--- src/rtl/vend_pkg.sv ---
// vend_pkg: shared state, coin and status encodings for the purchase path
package vend_pkg;
  localparam logic [2:0] S_IDLE     = 3'd0;
  localparam logic [2:0] S_CHECK    = 3'd1;
  localparam logic [2:0] S_COMMIT   = 3'd2;
  localparam logic [2:0] S_DISPENSE = 3'd3;
  localparam logic [2:0] S_CHANGE   = 3'd4;
  localparam logic [2:0] S_DONE     = 3'd5;
  localparam logic [1:0] COIN_100 = 2'd0;
  localparam logic [1:0] COIN_25  = 2'd1;
  localparam logic [1:0] COIN_10  = 2'd2;
  localparam logic [1:0] COIN_5   = 2'd3;
  localparam logic [1:0] ST_OK           = 2'd0;
  localparam logic [1:0] ST_INSUFFICIENT = 2'd1;
  localparam logic [1:0] ST_SOLD_OUT     = 2'd2;
  localparam logic [1:0] ST_REFUNDED     = 2'd3;
  localparam int MIN_COIN = 5;
  function automatic logic [6:0] coin_cents(input logic [1:0] t);
    return t == COIN_100 ? 7'd100 : t == COIN_25 ? 7'd25 : t == COIN_10 ? 7'd10 : 7'd5;
  endfunction
endpackage

--- src/rtl/vend_sequencer_picker.sv ---
// change_coin_picker: greedy largest coin not exceeding the remaining change
module change_coin_picker import vend_pkg::*; #(
  parameter int BAL_W = 11
) (
  input  logic [BAL_W-1:0] remaining,
  output logic [1:0]       coin_type,
  output logic [BAL_W-1:0] coin_value,
  output logic             has_coin
);
  always_comb begin
    coin_type  = remaining >= BAL_W'(100) ? COIN_100 :
                 remaining >= BAL_W'(25)  ? COIN_25  :
                 remaining >= BAL_W'(10)  ? COIN_10  : COIN_5;
    coin_value = BAL_W'(coin_cents(coin_type));
    has_coin   = remaining >= BAL_W'(MIN_COIN);
  end
endmodule

--- src/rtl/vend_sequencer.sv ---
// vend_sequencer: purchase/refund transaction controller
// All outputs are registered and set on the edge that enters the state they belong to.
module vend_sequencer import vend_pkg::*; #(
  parameter int DISP_CYCLES = 4,
  parameter int BAL_W       = 11,
  parameter int PRICE_W     = 10
) (
  input  logic               clk,
  input  logic               rst_n,
  input  logic               purchase_mode,
  input  logic               vend_req,
  input  logic               cancel_req,
  input  logic [1:0]         item_idx,
  input  logic [PRICE_W-1:0] item_price,
  input  logic [PRICE_W-1:0] item_stock,
  input  logic [BAL_W-1:0]   balance,
  output logic               balance_load,
  output logic [BAL_W-1:0]   balance_next,
  output logic               stock_dec,
  output logic [1:0]         stock_idx,
  output logic               dispense,
  output logic               coin_valid,
  output logic [1:0]         coin_type,
  input  logic               coin_ready,
  output logic               busy,
  output logic               done,
  output logic [1:0]         status
);
  localparam int CW = DISP_CYCLES > 1 ? $clog2(DISP_CYCLES) : 1;
  logic [2:0]         state;
  logic [BAL_W-1:0]   remaining, bal_q, price_q;
  logic [PRICE_W-1:0] stock_q;
  logic [CW-1:0]      cnt;
  logic [1:0]         pick_type;
  logic [BAL_W-1:0]   pick_value;
  logic               has_coin;
  change_coin_picker #(.BAL_W(BAL_W)) u_picker (
    .remaining  (remaining),
    .coin_type  (pick_type),
    .coin_value (pick_value),
    .has_coin   (has_coin)
  );
  always_ff @(posedge clk) begin
    if (!rst_n) begin
      state        <= S_IDLE;
      remaining    <= '0;
      bal_q        <= '0;
      price_q      <= '0;
      stock_q      <= '0;
      cnt          <= '0;
      balance_load <= 1'b0;
      balance_next <= '0;
      stock_dec    <= 1'b0;
      stock_idx    <= '0;
      dispense     <= 1'b0;
      coin_valid   <= 1'b0;
      coin_type    <= '0;
      busy         <= 1'b0;
      done         <= 1'b0;
      status       <= ST_OK;
    end else begin
      balance_load <= 1'b0;
      stock_dec    <= 1'b0;
      done         <= 1'b0;
      case (state)
        S_IDLE:
          if (purchase_mode && cancel_req) begin
            remaining <= balance;
            status    <= ST_REFUNDED;
            busy      <= 1'b1;
            state     <= S_CHANGE;
          end else if (purchase_mode && vend_req) begin
            stock_idx <= item_idx;
            price_q   <= BAL_W'(item_price);
            stock_q   <= item_stock;
            bal_q     <= balance;
            status    <= ST_OK;
            busy      <= 1'b1;
            state     <= S_CHECK;
          end
        S_CHECK:
          if (stock_q == '0) begin
            status <= ST_SOLD_OUT;
            done   <= 1'b1;
            state  <= S_DONE;
          end else if (bal_q < price_q) begin
            status <= ST_INSUFFICIENT;
            done   <= 1'b1;
            state  <= S_DONE;
          end else begin
            balance_load <= 1'b1;
            balance_next <= bal_q - price_q;
            stock_dec    <= 1'b1;
            remaining    <= bal_q - price_q;
            state        <= S_COMMIT;
          end
        S_COMMIT: begin
          dispense <= 1'b1;
          cnt      <= CW'(DISP_CYCLES - 1);
          state    <= S_DISPENSE;
        end
        // the first coin is preloaded so it appears right after dispense drops
        S_DISPENSE:
          if (cnt == '0) begin
            dispense   <= 1'b0;
            coin_valid <= has_coin;
            coin_type  <= pick_type;
            state      <= S_CHANGE;
          end else cnt <= cnt - CW'(1);
        S_CHANGE:
          if (coin_valid) begin
            if (coin_ready) begin
              coin_valid   <= 1'b0;
              remaining    <= remaining - pick_value;
              balance_load <= 1'b1;
              balance_next <= remaining - pick_value;
            end
          end else if (has_coin) begin
            coin_valid <= 1'b1;
            coin_type  <= pick_type;
          end else begin
            done  <= 1'b1;
            state <= S_DONE;
          end
        S_DONE: begin
          busy  <= 1'b0;
          state <= S_IDLE;
        end
        default: state <= S_IDLE;
      endcase
    end
  end
endmodule

--- config.mk ---
export PLATFORM = sky130hd
export DESIGN_NAME = vend_sequencer
export DESIGN_NICKNAME = d
export VERILOG_FILES = /design/src/rtl/vend_pkg.sv /design/src/rtl/vend_sequencer_picker.sv /design/src/rtl/vend_sequencer.sv
export SDC_FILE = /design/constraint.sdc
export NUM_CORES = 1
export LEC_CHECK = 0
export ABC_AREA = 1
export CORE_MARGIN = 4
export CORE_UTILIZATION = 40
export DETAILED_ROUTE_END_ITERATION = 12
export SLEW_MARGIN = 0
export SYNTH_ARGS = -nofsm -noshare
export SYNTH_HDL_FRONTEND = slang
export SYNTH_SLANG_ARGS = --single-unit
--- constraint.sdc ---
create_clock -name clk -period 4.15 [get_ports clk]
set_input_delay 0.415 -clock clk [delete_from_list [all_inputs] [get_ports clk]]
set_output_delay 0.415 -clock clk [all_outputs]
set_load 0.01 [all_outputs]
# After elaboration in Yosys (flattened, before gate mapping)
# Cells that the tools add are included.
[classes]
add_sub_neg = 3
n_eq_ne = 19
n_lt_le_gt_ge = 5
bitwise = 1
mux = 52
reduce_logical = 23
[ops]
columns = ["cell", "n"]
rows = [
  ["11-bit two-way mux", 5],
  ["11-bit one-hot mux with 3 select lines", 1],
  ["11-bit one-hot mux with 2 select lines", 1],
  ["3-bit two-way mux", 7],
  ["2-bit two-way mux", 10],
  ["2-bit inequality test, second input constant", 10],
  ["1-bit two-way mux", 16],
  ["3-bit one-hot mux with 5 select lines", 1],
  ["7-bit two-way mux", 2],
  ["2-bit one-hot mux with 2 select lines", 3],
  ["11-bit by 3-bit greater-or-equal comparator with 1-bit output, second input constant", 1],
  ["11-bit by 4-bit greater-or-equal comparator with 1-bit output, second input constant", 1],
  ["11-bit by 5-bit greater-or-equal comparator with 1-bit output, second input constant", 1],
  ["11-bit by 7-bit greater-or-equal comparator with 1-bit output, second input constant", 1],
  ["11-bit by 10-bit < comparator with 1-bit output", 1],
  ["11-bit by 10-bit subtractor with 11-bit output", 1],
  ["11-bit by 7-bit subtractor with 11-bit output", 1],
  ["10-bit logical NOT", 1],
  ["1-bit one-hot mux with 2 select lines", 5],
  ["2-bit AND reduction", 5],
  ["2-bit nonzero test", 5],
  ["4-bit AND reduction", 2],
  ["3-bit by 2-bit == test with 1-bit output, second input constant", 2],
  ["3-bit == test, second input constant", 2],
  ["14 further kinds", 18],
]
[totals]
wordCells = 119
register_bits = 70
inputBits = 39
output_inout_bits = 23

# Logic depth before layout (Yosys ltp)
[logic_depth]
ltp_word = 12
depth_mapped = 20
mapped_depth_nobuf = 20

# Hierarchy
# A second synthesis with hierarchy kept.
[unflattened]
cells_unflattened = 686
hier_area_um2 = 4465.5
[by_module_without_submodules]
columns = ["mod", "cells_each", "n_inst", "seq_area_each_um2", "area_per_inst_um2"]
rows = [
  ["vend_sequencer", 647, 1, 1401.3, 4234.1],
  ["change_coin_picker", 39, 1, 0.0, 231.5],
]

# Worst setup path after synthesis
# No wires, ideal clock.
[synth_path]
path_kind = "register to register"
start = "reg remaining[7]"
end = "reg balance_next[4]"
period_less_slack_ns = 2.438
arrival_ns = 2.322
setup_slack_ns = 1.712
setup_ns = 0.116
n_path_buf = 0
path_stages_with_launch = 16
t_required_ns = 4.034
cell_sequence = "dfxtp_1 -> nor2_1 -> nand4_1 -> a31oi_1 -> inv_1 -> ha_1 -> inv_1 -> ha_1 -> nand2_1 -> nand2_1 -> o21bai_1 -> or2_2 -> nand3_1 -> o21ai_0 -> nor2_1 -> nor2_1"
[synth_via]
elab_cells_between_ends = 16
classes_between = "add/sub: 1; order compare: 3; eq/ne: 2; mux: 9; reduce/logical: 1"
[synth_rtl]
columns = ["element", "line", "rtl"]
rows = [
  ["start, declared", "vend_sequencer.sv:31", "logic [BAL_W-1:0] remaining, bal_q, price_q;"],
  ["start signal, assigned", "vend_sequencer.sv:68", "remaining <= balance;"],
  ["start signal, assigned", "vend_sequencer.sv:94", "remaining <= bal_q - price_q;"],
  ["start signal, assigned", "vend_sequencer.sv:114", "remaining <= remaining - pick_value;"],
  ["11-bit by 5-bit greater-or-equal comparator with 1-bit output", "vend_sequencer_picker.sv:12", "remaining >= BAL_W'(25) ? COIN_25 :"],
  ["2-bit two-way mux", "vend_sequencer_picker.sv:12", ""],
  ["2-bit two-way mux *", "vend_sequencer_picker.sv:11", "coin_type = remaining >= BAL_W'(100) ? COIN_100 :"],
  ["named net pick_type[1]", "vend_sequencer.sv:34", "logic [1:0] pick_type;"],
  ["2-bit == test", "vend_pkg.sv:19", "return t == COIN_100 ? 7'd100 : t == COIN_25 ? 7'd25 : t == COIN_10 ? 7'd10 : 7'd5;"],
  ["4-bit two-way mux", "vend_pkg.sv:19", ""],
  ["7-bit two-way mux", "vend_pkg.sv:19", ""],
  ["7-bit two-way mux *", "vend_pkg.sv:19", ""],
  ["11-bit by 7-bit subtractor with 11-bit output *", "vend_sequencer.sv:116", "balance_next <= remaining - pick_value;"],
  ["11-bit two-way mux *", "vend_sequencer.sv:112", "if (coin_ready) begin"],
  ["11-bit two-way mux *", "vend_sequencer.sv:111", "if (coin_valid) begin"],
  ["11-bit one-hot mux with 2 select lines *", "vend_sequencer.sv:65", "case (state)"],
  ["end signal, assigned", "vend_sequencer.sv:92", "balance_next <= bal_q - price_q;"],
  ["end signal, assigned", "vend_sequencer.sv:116", ""],
  ["end, declared", "vend_sequencer.sv:18", "output logic [BAL_W-1:0] balance_next,"],
]
# Mark *: on every way through the listed nets, which the timed path passes. The rest lies on a longest branch. The select of a mux whose other input is x is not followed.
# A chain may end at the register's enable or synchronous reset.

# Worst setup path after layout
[layout_path]
start = "reg remaining[9]"
end = "reg remaining[8]"
[layout_via]
elab_cells_between_ends = 16
classes_between = "add/sub: 1; order compare: 3; eq/ne: 2; mux: 9; reduce/logical: 1"
[layout_rtl]
columns = ["element", "line"]
rows = [
  ["11-bit by 5-bit greater-or-equal comparator with 1-bit output", "vend_sequencer_picker.sv:12"],
  ["2-bit two-way mux", "vend_sequencer_picker.sv:12"],
  ["2-bit two-way mux *", "vend_sequencer_picker.sv:11"],
  ["named net pick_type[1]", "vend_sequencer.sv:34"],
  ["2-bit == test", "vend_pkg.sv:19"],
  ["4-bit two-way mux", "vend_pkg.sv:19"],
  ["7-bit two-way mux", "vend_pkg.sv:19"],
  ["7-bit two-way mux *", "vend_pkg.sv:19"],
  ["11-bit by 7-bit subtractor with 11-bit output *", "vend_sequencer.sv:114"],
  ["11-bit two-way mux *", "vend_sequencer.sv:112"],
  ["11-bit two-way mux *", "vend_sequencer.sv:111"],
  ["11-bit one-hot mux with 3 select lines *", "vend_sequencer.sv:65"],
]
# Marked as above.

==> flow_metrics.env <==
export IMPL_crit_path_end_kind="flip-flop"
export IMPL_pin_count=62
export IMPL_grt_use_total=0.187
export IMPL_synth_ff_latch_count=70
export IMPL_die_height_um=110
export IMPL_detail_route_antenna_nets=0
export IMPL_aggregate_global_routing_overflow=0
export IMPL_ys_seq_area_frac=0.334
export IMPL_timing_final_crit_share=0.722
export IMPL_initial_drt_markers=221
export IMPL_clkTransAtPathRegs_ns=0.09
export IMPL_power_report_internal_total_uw=2020
export IMPL_total_area_of_multi_input_combinational_cells_sq_um=2400
export IMPL_clk_insertion_delay_late_ns=0.36
export IMPL_synthesis_area_sq_um=4200
export IMPL_core_area_sq_um=10300
export IMPL_first_pass_grt_wire_length_um=19100
export IMPL_detailed_place_hpwl_um=8620
export IMPL_ir_drop_worst_case_vdd_uv=267
export IMPL_fin_skew_ns=0.0116
export IMPL_maxSlewViolCount=0
export IMPL_cts_max_level=3
export IMPL_share_seq_of_total_power=0.236
export IMPL_layout_cell_share_with_drive_strength_beyond_1=0.0545
export IMPL_start_util=0.409
export IMPL_power_switching_fraction=0.505
export IMPL_post_cts_repair_setup_buffers=0
export IMPL_final_setup_worst_slack_ns=1.15
export IMPL_power_clock_fraction=0.132
export IMPL_detailed_place_area_sq_um=4880
export IMPL_placement_rows=37
export IMPL_worst_hold_path_type="flip-flop to flip-flop"
export IMPL_result_of_the_run="completed"
export IMPL_worst_setup_start_kind="flip-flop"
export IMPL_via_count=4231
export IMPL_worst_setup_path_type="flip-flop to flip-flop"
export IMPL_hold_violations=0
export IMPL_pwr_density_cell_nw_per_um2=803
export IMPL_worst_slew_pin_transition_ns=0.977
export IMPL_total_power_uw=4070
export IMPL_power_switching_uw=2050
export IMPL_critical_path_arrival_ns=3.26
export IMPL_path_max_fanout=5
export IMPL_antennaDiodeCount=0
export IMPL_antenna_found_initial=0
export IMPL_grt_setup_unrepaired="no"
export IMPL_area_delta_synth_final_pct=20.7
export IMPL_netlist_cell_type_count=31
export IMPL_cts_hold_buf=0
export IMPL_gpl_final_weighted_congestion=0.894
export IMPL_cellLeakagePower_uw=0.00238
export IMPL_post_drt_via_cell_ratio=4.97
export IMPL_clk_sinks=70
export IMPL_root_buffer_master="clkbuf_8"
export IMPL_cts_max_path_buffers=2
export IMPL_die_w_um=110
export IMPL_design_area_sq_um=5070
export IMPL_route_final_wire_length_um=11200
export IMPL_grt_max_degree=63
export IMPL_synthesis_instances=658
export IMPL_num_nets_final=773
export IMPL_syn_mean_instance_area_sq_um=6.38
export IMPL_pwr_share_comb=0.633
export IMPL_drv_max_cap_violation_count=0
export IMPL_port_buffers=61
export IMPL_cts_tree="built"
export IMPL_die_area_sq_um=12200
export IMPL_finalSetupTns_ns=0
export IMPL_ff2ff_setup_slack_ns=1.15
export IMPL_count_of_tritonroute_iterations_in_the_first_routing_pass=5
export IMPL_ctsResizeCount=0
export IMPL_clock_fmax_ghz=0.334
export IMPL_synth_net_count=720
export IMPL_register_area_sq_um=1400
export IMPL_fill_cells=1106
export IMPL_first_global_vias=4042
export IMPL_crit_required_ns=4.41
export IMPL_worst_slew_margin_rel=0.349
export IMPL_numCtsBuffers=9
export IMPL_avgRoutedWirePerCell_um=13.1
export IMPL_drt_drc_violations_left=0
export IMPL_dp_worst_setup_slack_ns=1.20
export IMPL_finalSetupViolCount=0
export IMPL_finalCoreUtilization=0.493
export IMPL_yosys_warnings=0
export IMPL_layout_min_cycle_time_ns=3.00
[layer usage]
layer,share of wire,track usage
met2,0.45,0.305
met1,0.47,0.249
met3,0.057,0.0334
met5,0,0
met4,0.017,0.0608
[Yosys cell counts, drive strengths merged]
| cell | number | area [sq um] |
|---|---|---|
| nand3b | 4 | 30.0 |
| xor2 | 3 | 26.3 |
| o21bai | 2 | 15.0 |
| o21ai | 57 | 285 |
| buf | 8 | 51.3 |
| o211ai | 3 | 22.5 |
| nand4 | 6 | 37.5 |
| or2 | 6 | 37.5 |
| fa | 2 | 40.0 |
| ha | 21 | 263 |
| dfxtp | 70 | 1400 |
| a21oi | 36 | 184 |
| nor2 | 120 | 463 |
| a31oi | 5 | 31.3 |
| clkinv | 1 | 3.75 |
| o31ai | 1 | 7.51 |
| and2 | 1 | 6.26 |
| inv | 80 | 300 |
| nand2 | 156 | 593 |
| clkbuf | 11 | 41.3 |
| nand3 | 57 | 298 |
| nor3 | 8 | 62.6 |
[power by group through the flow]
stage / sequential, uW / combinational [uW] / clock, uW
2_1_floorplan: 981 / 1900 / 0
3_3_place_gp: 969 / 2520 / 0
3_5_place_dp: 975 / 2550 / 0
4_1_cts: 960 / 2560 / 552
5_1_grt: 985 / 2940 / 581
6_report: 959 / 2570 / 537
[per-stage QoR]
step,hold slack [ns],std cells
CTS,0.472,852
global route,0.496,852
detailed placement,0.457,836
global placement,0.448,836
finish,0.464,852
floorplan,0.433,658
[sequential cells by signal, summed over array words and instances (netlist names)]
name and cells:
stock_q 10, status 2, dispense 1, price_q 10, balance_next 11, state 3
done 1, cnt 2, balance_load 1, coin_valid 1, coin_type 2, bal_q 11
remaining 11, stock_idx 2, busy 1, stock_dec 1
[final timing paths]
| kind | endpoint | startpoint | cells after the start |
|---|---|---|---|
| max | remaining[8] | remaining[9] | 16 |
| min | bal_q[0] | bal_q[0] | 2 |
| max reg2reg | remaining[8] | remaining[9] | 16 |
| min reg2reg | bal_q[0] | bal_q[0] | 2 |
[logic make-up (layout without fill, tap and decap cells)]
kind of cell | count (synthesis) | in the layout | synth area share
fa+ha+maj | 23 | 23 | 0.0721
xor+xnor | 3 | 3 | 0.00626
flops | 70 | 70 | 0.334
compound gates | 104 | 104 | 0.130
simple gates | 358 | 358 | 0.364
buf+inv | 100 | 158 | 0.0944
[critical path, stage by stage (launching register included)]
cell	delay, ns
dfxtp_1	0.32
inv_1	0.13
nand4_1	0.17
a31oi_1	0.30
nand2_1	0.09
nand2_1	0.14
inv_1	0.10
ha_1	0.24
fa_1	0.46
o21bai_1	0.33
nand2_1	0.13
nand2_1	0.08
nand2_1	0.05
nand3_1	0.11
nand3_1	0.09
nor2_1	0.11
nor2_1	0.05
[layout make-up]
class                           count  area share
Clock buffer                        9      0.0244
Clock inverter                      7      0.0126
Inverter                           81      0.0600
Multi-Input combinational cell    488       0.474
Sequential cell                    70       0.276
Tap cell                          136      0.0336
Timing Repair Buffer               61       0.119
[layout by cell type (no fill, tap or decap), types with 3 or more instances in the layout]
cell type and n:
o211ai_1 3, nand3b_1 4, nand2_2 3, clkdlybuf4s50_1 60, a21oi_1 35, or2_2 6, xor2_1 3, nand4_1 6
inv_2 6, clkbuf_8 9, nand3_1 56, inv_1 74, ha_1 21, o21ai_0 57, dfxtp_1 70, nor3_1 6
a31oi_1 5, nand2_1 153, nor2_1 117
Note: power is estimated with default switching activity, not from simulation.
==> edit 1, RTL diff (config.mk and constraints unchanged) <==
Put one more register stage on the output `status`, without a reset. The value now appears one clock later. The other outputs are not delayed to match.
--- a/src/rtl/vend_sequencer.sv
+++ b/src/rtl/vend_sequencer.sv
@@ -27,6 +27,8 @@
   output logic [1:0]         status
 );
   localparam int CW = DISP_CYCLES > 1 ? $clog2(DISP_CYCLES) : 1;
+
+  logic [1:0] status_s0;
   logic [2:0]         state;
   logic [BAL_W-1:0]   remaining, bal_q, price_q;
   logic [PRICE_W-1:0] stock_q;
@@ -57,7 +59,7 @@
       coin_type    <= '0;
       busy         <= 1'b0;
       done         <= 1'b0;
-      status       <= ST_OK;
+      status_s0    <= ST_OK;
     end else begin
       balance_load <= 1'b0;
       stock_dec    <= 1'b0;
@@ -66,7 +68,7 @@
         S_IDLE:
           if (purchase_mode && cancel_req) begin
             remaining <= balance;
-            status    <= ST_REFUNDED;
+            status_s0 <= ST_REFUNDED;
             busy      <= 1'b1;
             state     <= S_CHANGE;
           end else if (purchase_mode && vend_req) begin
@@ -74,17 +76,17 @@
             price_q   <= BAL_W'(item_price);
             stock_q   <= item_stock;
             bal_q     <= balance;
-            status    <= ST_OK;
+            status_s0 <= ST_OK;
             busy      <= 1'b1;
             state     <= S_CHECK;
           end
         S_CHECK:
           if (stock_q == '0) begin
-            status <= ST_SOLD_OUT;
+            status_s0 <= ST_SOLD_OUT;
             done   <= 1'b1;
             state  <= S_DONE;
           end else if (bal_q < price_q) begin
-            status <= ST_INSUFFICIENT;
+            status_s0 <= ST_INSUFFICIENT;
             done   <= 1'b1;
             state  <= S_DONE;
           end else begin
@@ -130,5 +132,9 @@
       endcase
     end
   end
+  always_ff @(posedge clk) begin
+    status <= status_s0;
+  end
+
 endmodule
 
Behaviour: not the same (Yosys sat finds a counterexample within 4 cycles, from zero or initial values and one cycle with rst_n low).
==> edit 1 against the unedited design <==
First-iteration DRC count increased by 10%. Synthesized area increased by 0.89%. Sequential power increased by 2.9%. Sequential share of layout area increased by 0.63 points. Sequential cell count increased by 2. Wire length decreased by 2.2%. Final area increased by 0.57%. Die area increased by 0.83%. Power increased by 7.6%. Worst setup slack improved by 150 ps. Fmax increased by 5.1%.
==> edit 1: results (changes against the unedited design) <==
metric,value,unit,change
Layout clock area frac,3.43,%,-0.27 points
R2R setup slack,1300,ps,+150 ps
first-pass GRT wire length,18500,µm,-3.2%
outcome,"finished, final reports clean",,
initial DRC count,244,,+10%
multi-input combinational gate total,486,,-0.41%
num sequential,72,,+2.9%
post-synthesis sequential area ratio,34.0,%,+0.65 points
layout cell share with drive strength beyond 1,4.75,%,-0.70 points
met2 Use GR,29.7,%,-0.85 points
fraction of area in registers,28.3,%,+0.63 points
crit path to,remaining[6],,
multi-input combinational area share,46.9,%,-0.46 points
bufs w/o clock,62,,+1.6%
Leakage Power,2.40,nW,+0.94%
Non-clock buffer share,12.0,%,+0.080 points
Synth area leaders,"dfxtp_1 34%, nand2_1 13%, nor2_1 11%",,
DRT Pass-1 Iters,6,,+1
Setup Skew,11.1,ps,-0.484 ps
final net count,775,,+0.26%
CLK BUF,10,,+1
via/cell ratio,4.93,,-0.71%
"top cells by count, synth","151 x nand2_1, 121 x nor2_1, 76 x inv_1, 72 x dfxtp_1, 56 x nand3_1",,
synthesized net count,721,,+0.14%
met3 GRT Util,3.11,%,-0.23 points
global-route usage over all layers,18.0,%,-0.66 points
Max stage delay on crit path,440,ps,-20 ps
M1 GR Usage,24.2,%,-0.77 points
fillers,1086,,-1.8%
worst path arrival time,3090,ps,-170 ps
Worst Setup SP,remaining[7],,
vias in the first global route,3874,,-4.2%
[edit 1: cell types whose count changed after synthesis, moves of 2 or more]
cell	unedited run	this run
nor2_1	117	121
o21ai_0	57	54
a31oi_1	5	3
dfxtp_1	70	72
inv_1	74	76
nand2_1	153	151
o21ai_1	0	2
xnor2_1	0	2
[edit 1: metrics by stage]
stage	cell area [µm²]	std cells	setup WS [ps]	hold slack, ps
6_report	5100	852	1300	352
5_1_grt	5100	852	904	366
4_1_cts	5100	852	1250	355
3_5_place_dp	4920	838	1260	341
3_3_place_gp	4920	838	1310	343
2_1_floorplan	4240	659	1720	331
[edit 1: worst min path at each step]
| stage | startpoint | to | slack [ps] | cells after the start |
|---|---|---|---|---|
| floorplan | status_s0[0] | status[0] | 330 | 0 |
| global placement | status_s0[1] | status[1] | 340 | 0 |
| detailed placement | status_s0[1] | status[1] | 340 | 0 |
| CTS | status_s0[1] | status[1] | 350 | 0 |
| global route | status_s0[0] | status[0] | 370 | 0 |
| finish | status_s0[1] | status[1] | 350 | 0 |
[edit 1: report_power, final]
group | internal (W) | switching (W) | total (W) | leakage [nW]
Clock | 0.000269 | 0.000260 | 0.000529 | 0.0880
Sequential | 0.000875 | 0.000112 | 0.000987 | 0.589
Combinational | 0.00105 | 0.00181 | 0.00286 | 1.72
Total | 0.00220 | 0.00218 | 0.00438 | 2.40
[edit 1: layer usage]
layer / part of all wire (%) / vias up
met3: 4.0 / 18
met1: 49 / 1892
met4: 1.5 / 0
li1: - / 2210
met5: 0 / -
met2: 45 / 81
[edit 1: kinds of logic after synthesis]
group	share of synthesized area, %
xor gates and xnor gates	0.827
and+or+nand+nor	35.8
DFF	34.0
buffers and inverters	9.54
AOI/OAI and AO/OA	12.7
adders and majority gates	7.14
==> edit 2, RTL diff (same settings) <==
Without the edit above. Set the parameter `DISP_CYCLES` to 8 (it was 4).
--- a/src/rtl/vend_sequencer.sv
+++ b/src/rtl/vend_sequencer.sv
@@ -1,7 +1,7 @@
 // vend_sequencer: purchase/refund transaction controller
 // All outputs are registered and set on the edge that enters the state they belong to.
 module vend_sequencer import vend_pkg::*; #(
-  parameter int DISP_CYCLES = 4,
+  parameter int DISP_CYCLES = 8,
   parameter int BAL_W       = 11,
   parameter int PRICE_W     = 10
 ) (
Formal check against the unedited RTL: not equivalent (a bounded check fails within 10 cycles, from zero or initial values and one cycle with rst_n low).
==> edit 2 against the unedited design <==
Critical path depth up 2. Power up 9.2%. Critical path type unchanged. Worst setup slack worse by 48 ps. Largest cell class unchanged. Final area up 2.1%. Worst hold slack worse by 0.83 ps. Clock skew down 1.3 ps. Sequential cell count up 1. Wire length down 0.63%. Non-clock buffer count up 1. Synthesized area up 1.1%.
==> edit 2: results (changes against the unedited design) <==
metric,value,unit,change
outcome,"finished, final reports clean",,
"top cells by count, synth","151 x nand2_1, 118 x nor2_1, 74 x inv_1, 71 x dfxtp_1, 53 x o21ai_0",,
Leakage Power,2.49,nW,+4.7%
global-route usage over all layers,18.4,%,-0.25 points
global placer's final weighted congestion,0.904,,+1.1%
initial DRC count,176,,-20%
clock buffer depth,2,,unchanged
Setup Skew,10.3,ps,-1.28 ps
"FFs w/ async S/R, synth",0,%,unchanged
Synth area leaders,"dfxtp_1 33%, nand2_1 13%, nor2_1 10%",,
DRT Pass-1 Iters,4,,-1
vias in the first global route,4073,,+0.77%
post-detail-place hpwl,8300,µm,-3.7%
R2R depth,18,,+2
final net count,776,,+0.39%
R2R setup slack,1100,ps,-50 ps
"Distinct cells, synth",37,,+19%
worst path arrival time,3300,ps,+40 ps
DR vias,4163,,-1.6%
post-synthesis sequential area ratio,33.5,%,+0.098 points
layout cell share with drive strength beyond 1,5.71,%,+0.26 points
worst IR drop on VDD,350,µV,+31%
DR WL/cell,13.0,µm,-0.87%
synthesized net count,723,,+0.42%
first-pass GRT wire length,19000,µm,-0.43%
largest net degree at the start of global routing,62,,-1.6%
reg2reg start,remaining[8],,
Rel. slew slack,57.1,%,+22 points
[edit 2: cell count changes after synthesis, sizes merged, moves of 2 or more]
| cell | unedited run | this run |
|---|---|---|
| a31oi | 5 | 1 |
| nand2 | 156 | 154 |
| nand3 | 57 | 53 |
| nor2 | 120 | 123 |
| nor3 | 8 | 4 |
| o211ai | 3 | 6 |
| o21ai | 57 | 59 |
| o21bai | 2 | 4 |
[edit 2: through the flow]
| stage | area [µm²] | setup slack [ps] | instances | hold slack (ps) | util, % |
|---|---|---|---|---|---|
| after CTS | 5180 | 1100 | 854 | 459 | 50.2 |
| after global routing | 5180 | 706 | 854 | 496 | 50.2 |
| after detailed placement | 4930 | 1110 | 838 | 454 | 47.8 |
| final | 5180 | 1100 | 854 | 464 | 50.2 |
| after global placement | 4930 | 1180 | 838 | 451 | 47.8 |
| after floorplan | 4250 | 1580 | 660 | 433 | - |
[edit 2: how the worst max path moves through the flow]
| stage | to | slack (ps) | from |
|---|---|---|---|
| 6_report | remaining[8] | 1100 | remaining[8] |
| 5_1_grt | remaining[6] | 710 | remaining[8] |
| 4_1_cts | remaining[6] | 1100 | remaining[7] |
| 3_5_place_dp | remaining[6] | 1110 | remaining[7] |
| 3_3_place_gp | remaining[8] | 1180 | remaining[8] |
| 2_1_floorplan | balance_next[4] | 1580 | remaining[7] |
[edit 2: power breakdown]
part	switching, W	internal, W	leakage (nW)
logic	0.00177	0.00101	1.78
registers	0.000116	0.000859	0.581
clock network	0.000273	0.000417	0.124
total	0.00216	0.00229	2.49
[edit 2: final cells by class]
class | count | area (µm²)
multi-input combinational | 488 | 2430
clock inverter | 5 | 104
tap | 136 | 170
fill | 1094 | 5140
sequential | 71 | 1420
inverter | 81 | 304
timing repair buffer | 62 | 613
clock buffer | 11 | 141
[edit 2: critical path, delay by kind of cell, from the launching register on]
kind	cells	cell delay (ps)
AND/OR/NAND/NOR	12	1200
adder cells (fa/ha/maj)	2	680
AO/OA/AOI/OAI	2	570
flip-flops	1	320
buffers and inverters	2	180
[edit 2: kinds of logic (layout without fill, tap and decap cells)]
family	Yosys count	count (layout)	share of synthesized area (%)
AOI/OAI and AO/OA	110	110	14.0
xor gates and xnor gates	4	4	0.825
adders and majority gates	24	24	7.42
buffers and inverters	101	159	9.43
DFF	71	71	33.5
and+or+nand+nor	350	350	34.9
[edit 2: routing by layer]
metal | wire length, µm | vias up | global-route usage [%]
met5 | 0 | - | 0
met3 | 470 | 4 | 4.20
met1 | 5400 | 1876 | 23.8
met4 | 80 | 0 | 6.08
met2 | 5160 | 63 | 30.4
li1 | - | 2220 | -
